**src/rtl/uart_frame_tx.sv**
```systemverilog
// Framed byte-stream transmitter: HDR, LEN, queued payload, optional XOR checksum,
// each byte paced on the UART's tx_done. Define FRAME_CKSUM_EN to append the checksum byte.
module uart_frame_tx #(
  parameter int          DEPTH = 8,
  parameter logic [7:0]  HDR   = 8'hA5
) (
  input  logic       clk,
  input  logic       rst_n,
  input  logic       wr_en,
  input  logic [7:0] wr_data,
  output logic       full,
  output logic       overflow,
  input  logic       send,
  output logic       busy,
  output logic       frame_done,
  output logic       trmt,
  output logic [7:0] tx_data,
  input  logic       tx_done
);

  localparam int AW = $clog2(DEPTH);
  localparam int CW = $clog2(DEPTH + 1);
`ifdef FRAME_CKSUM_EN
  localparam bit HAS_CHK = 1'b1;
`else
  localparam bit HAS_CHK = 1'b0;
`endif

  typedef enum logic [1:0] {S_IDLE, S_ISSUE, S_GUARD, S_WAIT} state_t;
  typedef enum logic [1:0] {P_HDR, P_LEN, P_PAY, P_CHK} phase_t;

  state_t          state_q, state_d;
  phase_t          phase_q, phase_d;
  logic [7:0]      mem [DEPTH];
  logic [AW-1:0]   wr_ptr_q, rd_ptr_q;
  logic [CW-1:0]   count_q, len_q, left_q;
  logic [7:0]      tx_q;
  logic            ovf_q, done_q;
  logic            accept, push, pop, fin;
  logic [7:0]      byte_sel;

  assign accept     = send && (state_q == S_IDLE);
  assign full       = (count_q == CW'(DEPTH));
  assign push       = wr_en && !full;
  assign pop        = (state_q == S_ISSUE) && (phase_q == P_PAY);
  assign overflow   = ovf_q;
  assign busy       = (state_q != S_IDLE);
  assign frame_done = done_q;
  assign trmt       = (state_q == S_ISSUE);
  assign tx_data    = trmt ? byte_sel : tx_q;

`ifdef FRAME_CKSUM_EN
  logic [7:0] chk_q;

  // Running XOR seeded with LEN, folded with each payload byte as it is popped.
  always_ff @(posedge clk) begin
    if (accept)
      chk_q <= 8'(count_q);
    else if (pop)
      chk_q <= chk_q ^ mem[rd_ptr_q];
  end
`endif

  always_comb begin
    byte_sel = 8'h00;
    case (phase_q)
      P_HDR:   byte_sel = HDR;
      P_LEN:   byte_sel = 8'(len_q);
      P_PAY:   byte_sel = mem[rd_ptr_q];
`ifdef FRAME_CKSUM_EN
      P_CHK:   byte_sel = chk_q;
`endif
      default: byte_sel = 8'h00;
    endcase
  end

  always_comb begin
    state_d = state_q;
    phase_d = phase_q;
    fin     = 1'b0;
    case (state_q)
      S_IDLE: if (send) begin
        state_d = S_ISSUE;
        phase_d = P_HDR;
      end
      S_ISSUE: state_d = S_GUARD;
      // tx_done is still stale here; the UART drops it one cycle after trmt.
      S_GUARD: state_d = S_WAIT;
      S_WAIT: if (tx_done) begin
        state_d = S_ISSUE;
        case (phase_q)
          P_HDR: phase_d = P_LEN;
          P_LEN, P_PAY: begin
            if (((phase_q == P_LEN) ? len_q : left_q) != '0)
              phase_d = P_PAY;
            else if (HAS_CHK)
              phase_d = P_CHK;
            else
              fin = 1'b1;
          end
          default: fin = 1'b1;
        endcase
        if (fin)
          state_d = S_IDLE;
      end
      default: state_d = S_IDLE;
    endcase
  end

  always_ff @(posedge clk or negedge rst_n) begin
    if (!rst_n) begin
      state_q <= S_IDLE;
      phase_q <= P_HDR;
      done_q  <= 1'b0;
      tx_q    <= 8'h00;
      len_q   <= '0;
      left_q  <= '0;
    end else begin
      state_q <= state_d;
      phase_q <= phase_d;
      done_q  <= fin;
      if (trmt)
        tx_q <= byte_sel;
      if (accept) begin
        len_q  <= count_q;
        left_q <= count_q;
      end else if (pop) begin
        left_q <= left_q - 1'b1;
      end
    end
  end

  // Payload FIFO; pointers wrap naturally because DEPTH is a power of two.
  always_ff @(posedge clk or negedge rst_n) begin
    if (!rst_n) begin
      wr_ptr_q <= '0;
      rd_ptr_q <= '0;
      count_q  <= '0;
      ovf_q    <= 1'b0;
    end else begin
      if (push)
        wr_ptr_q <= wr_ptr_q + 1'b1;
      if (pop)
        rd_ptr_q <= rd_ptr_q + 1'b1;
      case ({push, pop})
        2'b10:   count_q <= count_q + 1'b1;
        2'b01:   count_q <= count_q - 1'b1;
        default: count_q <= count_q;
      endcase
      if (accept)
        ovf_q <= 1'b0;
      else if (wr_en && full)
        ovf_q <= 1'b1;
    end
  end

  always_ff @(posedge clk) begin
    if (push)
      mem[wr_ptr_q] <= wr_data;
  end

endmodule

```
**config.mk**
```make
export PLATFORM = sky130hd
export DESIGN_NAME = uart_frame_tx
export DESIGN_NICKNAME = d
export VERILOG_FILES = /design/src/rtl/uart_frame_tx.sv
export SDC_FILE = /design/constraint.sdc
export NUM_CORES = 1
export LEC_CHECK = 0
export ABC_AREA = 1
export BUFFER_PORTS_ARGS = -buffer_cell sky130_fd_sc_hd__buf_4
export CELL_PAD_IN_SITES_DETAIL_PLACEMENT = 1
export CELL_PAD_IN_SITES_GLOBAL_PLACEMENT = 2
export CORE_MARGIN = 4
export CORE_UTILIZATION = 35
export DETAILED_ROUTE_END_ITERATION = 8
export PLACE_DENSITY = 0.75
export REMOVE_ABC_BUFFERS = 1
export SYNTH_ARGS = -nofsm -noshare
export SYNTH_HDL_FRONTEND = slang
export SYNTH_SLANG_ARGS = --single-unit
export TNS_END_PERCENT = 30
```
**constraint.sdc**
```tcl
create_clock -name clk -period 5.9 [get_ports clk]
set_clock_uncertainty 0.2 [all_clocks]
set_input_delay 0.59 -clock clk [delete_from_list [all_inputs] [get_ports clk]]
set_output_delay 0.59 -clock clk [all_outputs]
set_load 0.1 [all_outputs]
```
### Word level (Yosys, flattened, before mapping)

Memories as Yosys holds them, arrays and structs flattened.
Cells that the tools add are included.

* memory bits (read-only): 0
* logic and storage cells: 69
* bits of input ports: 13
* RAM bits: 64
* output and inout bits: 13
* memories kept: 1
* bits in latches: 0
* flip-flop bits (word level): 32

Memory list
* mem: words 8, width 8, rd ports 1, clocked after Yosys merged registers in 0, wr ports 1, line 34 `logic [7:0] mem [DEPTH];`

* multipliers: 0
* add/sub/neg operators: 5
* reduce and logical (&&, ||, !) cells: 16
* bitwise gates (word level): 0
* mux-type cells: 25
* divide/modulo/power cells: 0
* magnitude comparators: 0
* eq/ne operators: 12
* shifts and indexed selects: 0

Operator list (count)
* $pmux 8 s3: 1
* $mux 4: 3
* $mux 1: 10
* $mux 2: 5
* $reduce_bool 2->1: 5
* $eq 2x2->1 const B: 4
* $mux 8: 1
* $pmux 2 s2: 2
* $pmux 2 s4: 1
* $pmux 4 s2: 1
* $sub 4x1->4 const B: 2
* $add 3x1->3 const B: 2
* $eq 2x1->1 const B: 3
* $reduce_and 5->1: 1
* $add 4x1->4 const B: 1
* $eq 4x4->1 const B: 1
* $logic_and 1x1->1: 4
* $logic_not 2->1: 2
* $ne 2x2->1 const B: 2
* $reduce_bool 4->1: 1
* $ne 3x1->1 const B: 1
* $ne 3x3->1 const B: 1
* $pmux 1 s2: 1
* $reduce_and 2->1: 1
* 2 further kinds: 2

### Depth between registers and ports, before layout

* depth after elaboration: 10
* mapped depth: 12
* depth with buffers taken out: 11

### Worst setup path after synthesis

Ideal clock, no wire load.

* path type: register -> output
* from: reg state_q[1]
* to: out tx_data[4]
* stages on the path, launching flop included: 8
* arrival: 2976 ps
* data required time: 5110 ps
* path buffers: 0
* slack: 2134 ps
* path through: dfrtp_1 > inv_1 > ha_1 > clkinv_1 > nor2_1 > nand2_1 > nand3b_1 > nand2_1

* cells in the longest elaborated chain, start to end: 2

RTL lines
* from (decl): line 32 `state_t state_q, state_d;`
* from (signal assigned): line 119 `state_q <= state_d;`
* $eq 2x1->1: line 49 `assign trmt = (state_q == S_ISSUE);`
* via trmt: line 16 `output logic trmt,`
* $mux 8
* to (decl): line 17 `output logic [7:0] tx_data,`

The timed path passes the listed nets, and every way through them passes these cells.

### Worst setup path in the final report

* from: reg rd_ptr_q[1]
* to: out tx_data[3]

* cells in the longest elaborated chain, start to end: 3

RTL lines
* from (decl): line 35 `logic [AW-1:0] wr_ptr_q, rd_ptr_q;`
* from (signal assigned): line 144 `rd_ptr_q <= rd_ptr_q + 1'b1;`
* $mem_v2 8x8
* $pmux 8 s3: line 66 `case (phase_q)`
* $mux 8

Every way passes these cells.

==> impl_metrics.tcl <==
set metrics [dict create \
    gp_congestion 0.782 \
    grt_pass1_wl_um 16900 \
    cts_sinks 96 \
    p_comb_share_pct 40.7 \
    synth_area_um2 4370 \
    nets 503 \
    rsz0062_at_grt "false" \
    whs_ns 0.275 \
    r2r_end "count_q[2]$_DFFE_PN0P_" \
    synth-main-ff-cell "edfxtp_1" \
    startpoint_type "flip-flop" \
    rr_worst_depth 10 \
    r2r-start "phase_q[0]$_DFFE_PN0P_" \
    crit_buf_inv 2 \
    period_share_pct 56.1 \
    drc 0 \
    io_buffers 25 \
    chipHeight_um 120 \
    finalCriticalPeriod_ns 3.31 \
    numCtsBuffers 9 \
    fin_ws_ns 2.59 \
    pwr-share-clk_pct 23.3 \
    synth_xor_area_share_pct 1.61 \
    cpPeakStageDelay_ns 0.85 \
    tightest_slew_ns 1.03 \
    fmax_mhz 302 \
    cp_slowest_cell "dfrtp_1" \
    use_met3_pct 4.62 \
    fin_cells 648 \
    die_x_um 120 \
    yosysWarningCount 0 \
    path_class "reg2out" \
    h-tree-depth 3 \
    worstPathMaxFanout 20 \
    hold_path_class "in2reg" \
    drv_cap 0 \
    crit_start "rd_ptr_q[1]$_DFFE_PN0P_" \
    final_cell_mix "nand2_1, edfxtp_1, inv_1, nand3_1" \
    area_growth_pct 15.8 \
    critPathCapture "tx_data[3]" \
    std_cell_rows 40 \
    hold_viol 0 \
    root_buffer "clkbuf_16" \
    gr-total-overflow 0 \
    fillCellCount 1403 \
    grt_pass1_vias 3133 \
    relSlewSlack_pct 31.0 \
    cts_hold_buffers 1 \
    postCtsSetupBuffers 0 \
    drive_above_1_share_pct 8.54 \
    synth-compound-area-share_pct 3.98 \
    setup.worst_path.end_class "output port" \
    internal_power_uw 1550 \
    yosys.area_share.simple_pct 20.8 \
    vias_per_cell 4.65 \
    synth_edf_count 64 \
    path_cells "inv_1 > nand3_1 > nand3_1 > nand3_1 > nand2_1 > nand2_1 > nand2_1 > buf_4" \
    grt_use_met2_pct 25.6 \
    synth_cells 448 \
    wl_per_cell_um 16.2 \
    whs_path_depth 1 \
    place_ws_ns 2.94 \
    drtAntennaViolNets 0 \
    cp.required_ns 5.11 \
    fin_setup_tns_ns 0 \
    synthMuxAreaShare_pct 0 \
    cpLargestDelayFamily "flip-flops" \
    antenna_found_initial 0 \
    fin_util_pct 41.7 \
    synth-async-reset-ratio_pct 33.3 \
    cts_resized 0 \
    synthAdderAreaFrac_pct 4.30 \
    ys_types 25 \
    avgSynthCellArea_um2 9.74 \
    dr.pass1.iters 4 \
    status "completed" \
    diodes 0 \
    grtUsageMet1_pct 19.9 \
    dp.cells 631 \
    p_seq_share_pct 36.0 \
    arrival_ns 2.52 \
    route.vias.total 3012 \
    p_per_area_nw_per_um2 541 \
    clk-insertion-delay-late_ns 0.34 \
    grt_max_degree 34 \
    cp.depth 8 \
    ys_seq_area_share_pct 62.4 \
    dp.final_hpwl_um 6900 \
    cts_tree "yes" \
    reg2reg_slack_ns 2.97 \
    peakVddDrop_mv 0.260 \
    setup_viol_count_final 0 \
    io_pins 26 \
    clk_path_buf_depth 2 \
    core_um2 12100 \
    swShare_pct 43.2 \
    yosys_register_bits 96 \
    dr.first_iter.drc_count 167 \
    wl_um 10500 \
    power_switching_uw 1180 \
    drv_slew 0 \
    start_util_pct 36.0 \
    die_area_um2 14300 \
    p_leak_uw 0.00227 \
    track_usage_pct 15.6 \
    synth_top_family_by_area "simple AND/OR/NAND/NOR gates" \
    clk_pin_slew_ns 0.06 \
    final_common_cell "nand2_1" \
    grt-busiest-layer "met2" \
]
## registers in the layout (all words and copies together), names as in the netlist
| signal | count |
|---|---|
| tx_q | 8 |
| frame_done | 1 |
| overflow | 1 |
| left_q | 4 |
| mem | 64 |
| phase_q | 2 |
| state_q | 2 |
| wr_ptr_q | 3 |
| len_q | 4 |
| count_q | 4 |
| rd_ptr_q | 3 |
## final cells by class
class | count | area (um2) | area share, %
flip-flops and latches | 96 | 2720 | 53.9
repair buffers | 27 | 205 | 4.06
clock inverters | 3 | 65.1 | 1.29
multi-input cells | 275 | 1340 | 26.5
clock buffers | 13 | 262 | 5.17
inverters | 66 | 248 | 4.90
well taps | 168 | 210 | 4.16
## layer usage
metal  vias up  wire length, um
met4         0              176
met2        33             5140
met1      1472             4840
li1       1496                -
met3        11              324
met5         -                0
## stage by stage
| step | total power, uW | area (um2) |
|---|---|---|
| after detailed placement | 2120 | 4720 |
| after CTS | 2770 | 5050 |
| final | 2740 | 5050 |
| after floorplan | 1800 | 4310 |
| after global routing | 2930 | 5050 |
| after global placement | 2100 | 4720 |
## kinds of logic after synthesis
family                     Yosys count
AOI/OAI and AO/OA                   30
xor gates and xnor gates             8
adders and majority gates           15
buffers and inverters               77
DFF                                 96
and+or+nand+nor                    222
## power groups by stage
stage	logic, uW	registers, uW	clock network, uW
6_report	1110	986	638
5_1_grt	1240	1000	687
4_1_cts	1130	985	657
3_5_place_dp	1120	997	0
3_3_place_gp	1100	993	0
2_1_floorplan	799	1000	0
## cells in the mapped netlist (2+ instances only)
| library cell | number | share of area (%) |
|---|---|---|
| nand4_1 | 2 | 0.29 |
| o211ai_1 | 5 | 0.86 |
| clkinv_1 | 3 | 0.26 |
| o21ai_0 | 13 | 1.5 |
| buf_2 | 10 | 1.1 |
| nand2_1 | 136 | 12 |
| edfxtp_1 | 64 | 44 |
| nor2_1 | 32 | 2.8 |
| inv_1 | 62 | 5.3 |
| o21ai_1 | 3 | 0.34 |
| nand3_1 | 48 | 5.5 |
| a21oi_1 | 5 | 0.57 |
| ha_1 | 15 | 4.3 |
| dfrtp_1 | 32 | 18 |
| xnor2_1 | 2 | 0.40 |
| xor2_1 | 6 | 1.2 |
| or2_0 | 2 | 0.29 |
## how the worst min path moves through the flow
stage	start	endpoint	slack, ns
CTS	tx_done	frame_done$_DFF_PN0_	0.26
global route	wr_data[3]	mem[6][3]$_DFFE_PP_	0.27
global placement	len_q[0]$_DFFE_PN0P_	len_q[0]$_DFFE_PN0P_	0.27
finish	wr_data[1]	mem[7][1]$_DFFE_PP_	0.27
floorplan	rst_n	count_q[0]$_DFFE_PN0P_	0.09
detailed placement	len_q[0]$_DFFE_PN0P_	len_q[0]$_DFFE_PN0P_	0.27
No activity file was read; power rests on OpenSTA's default activity.
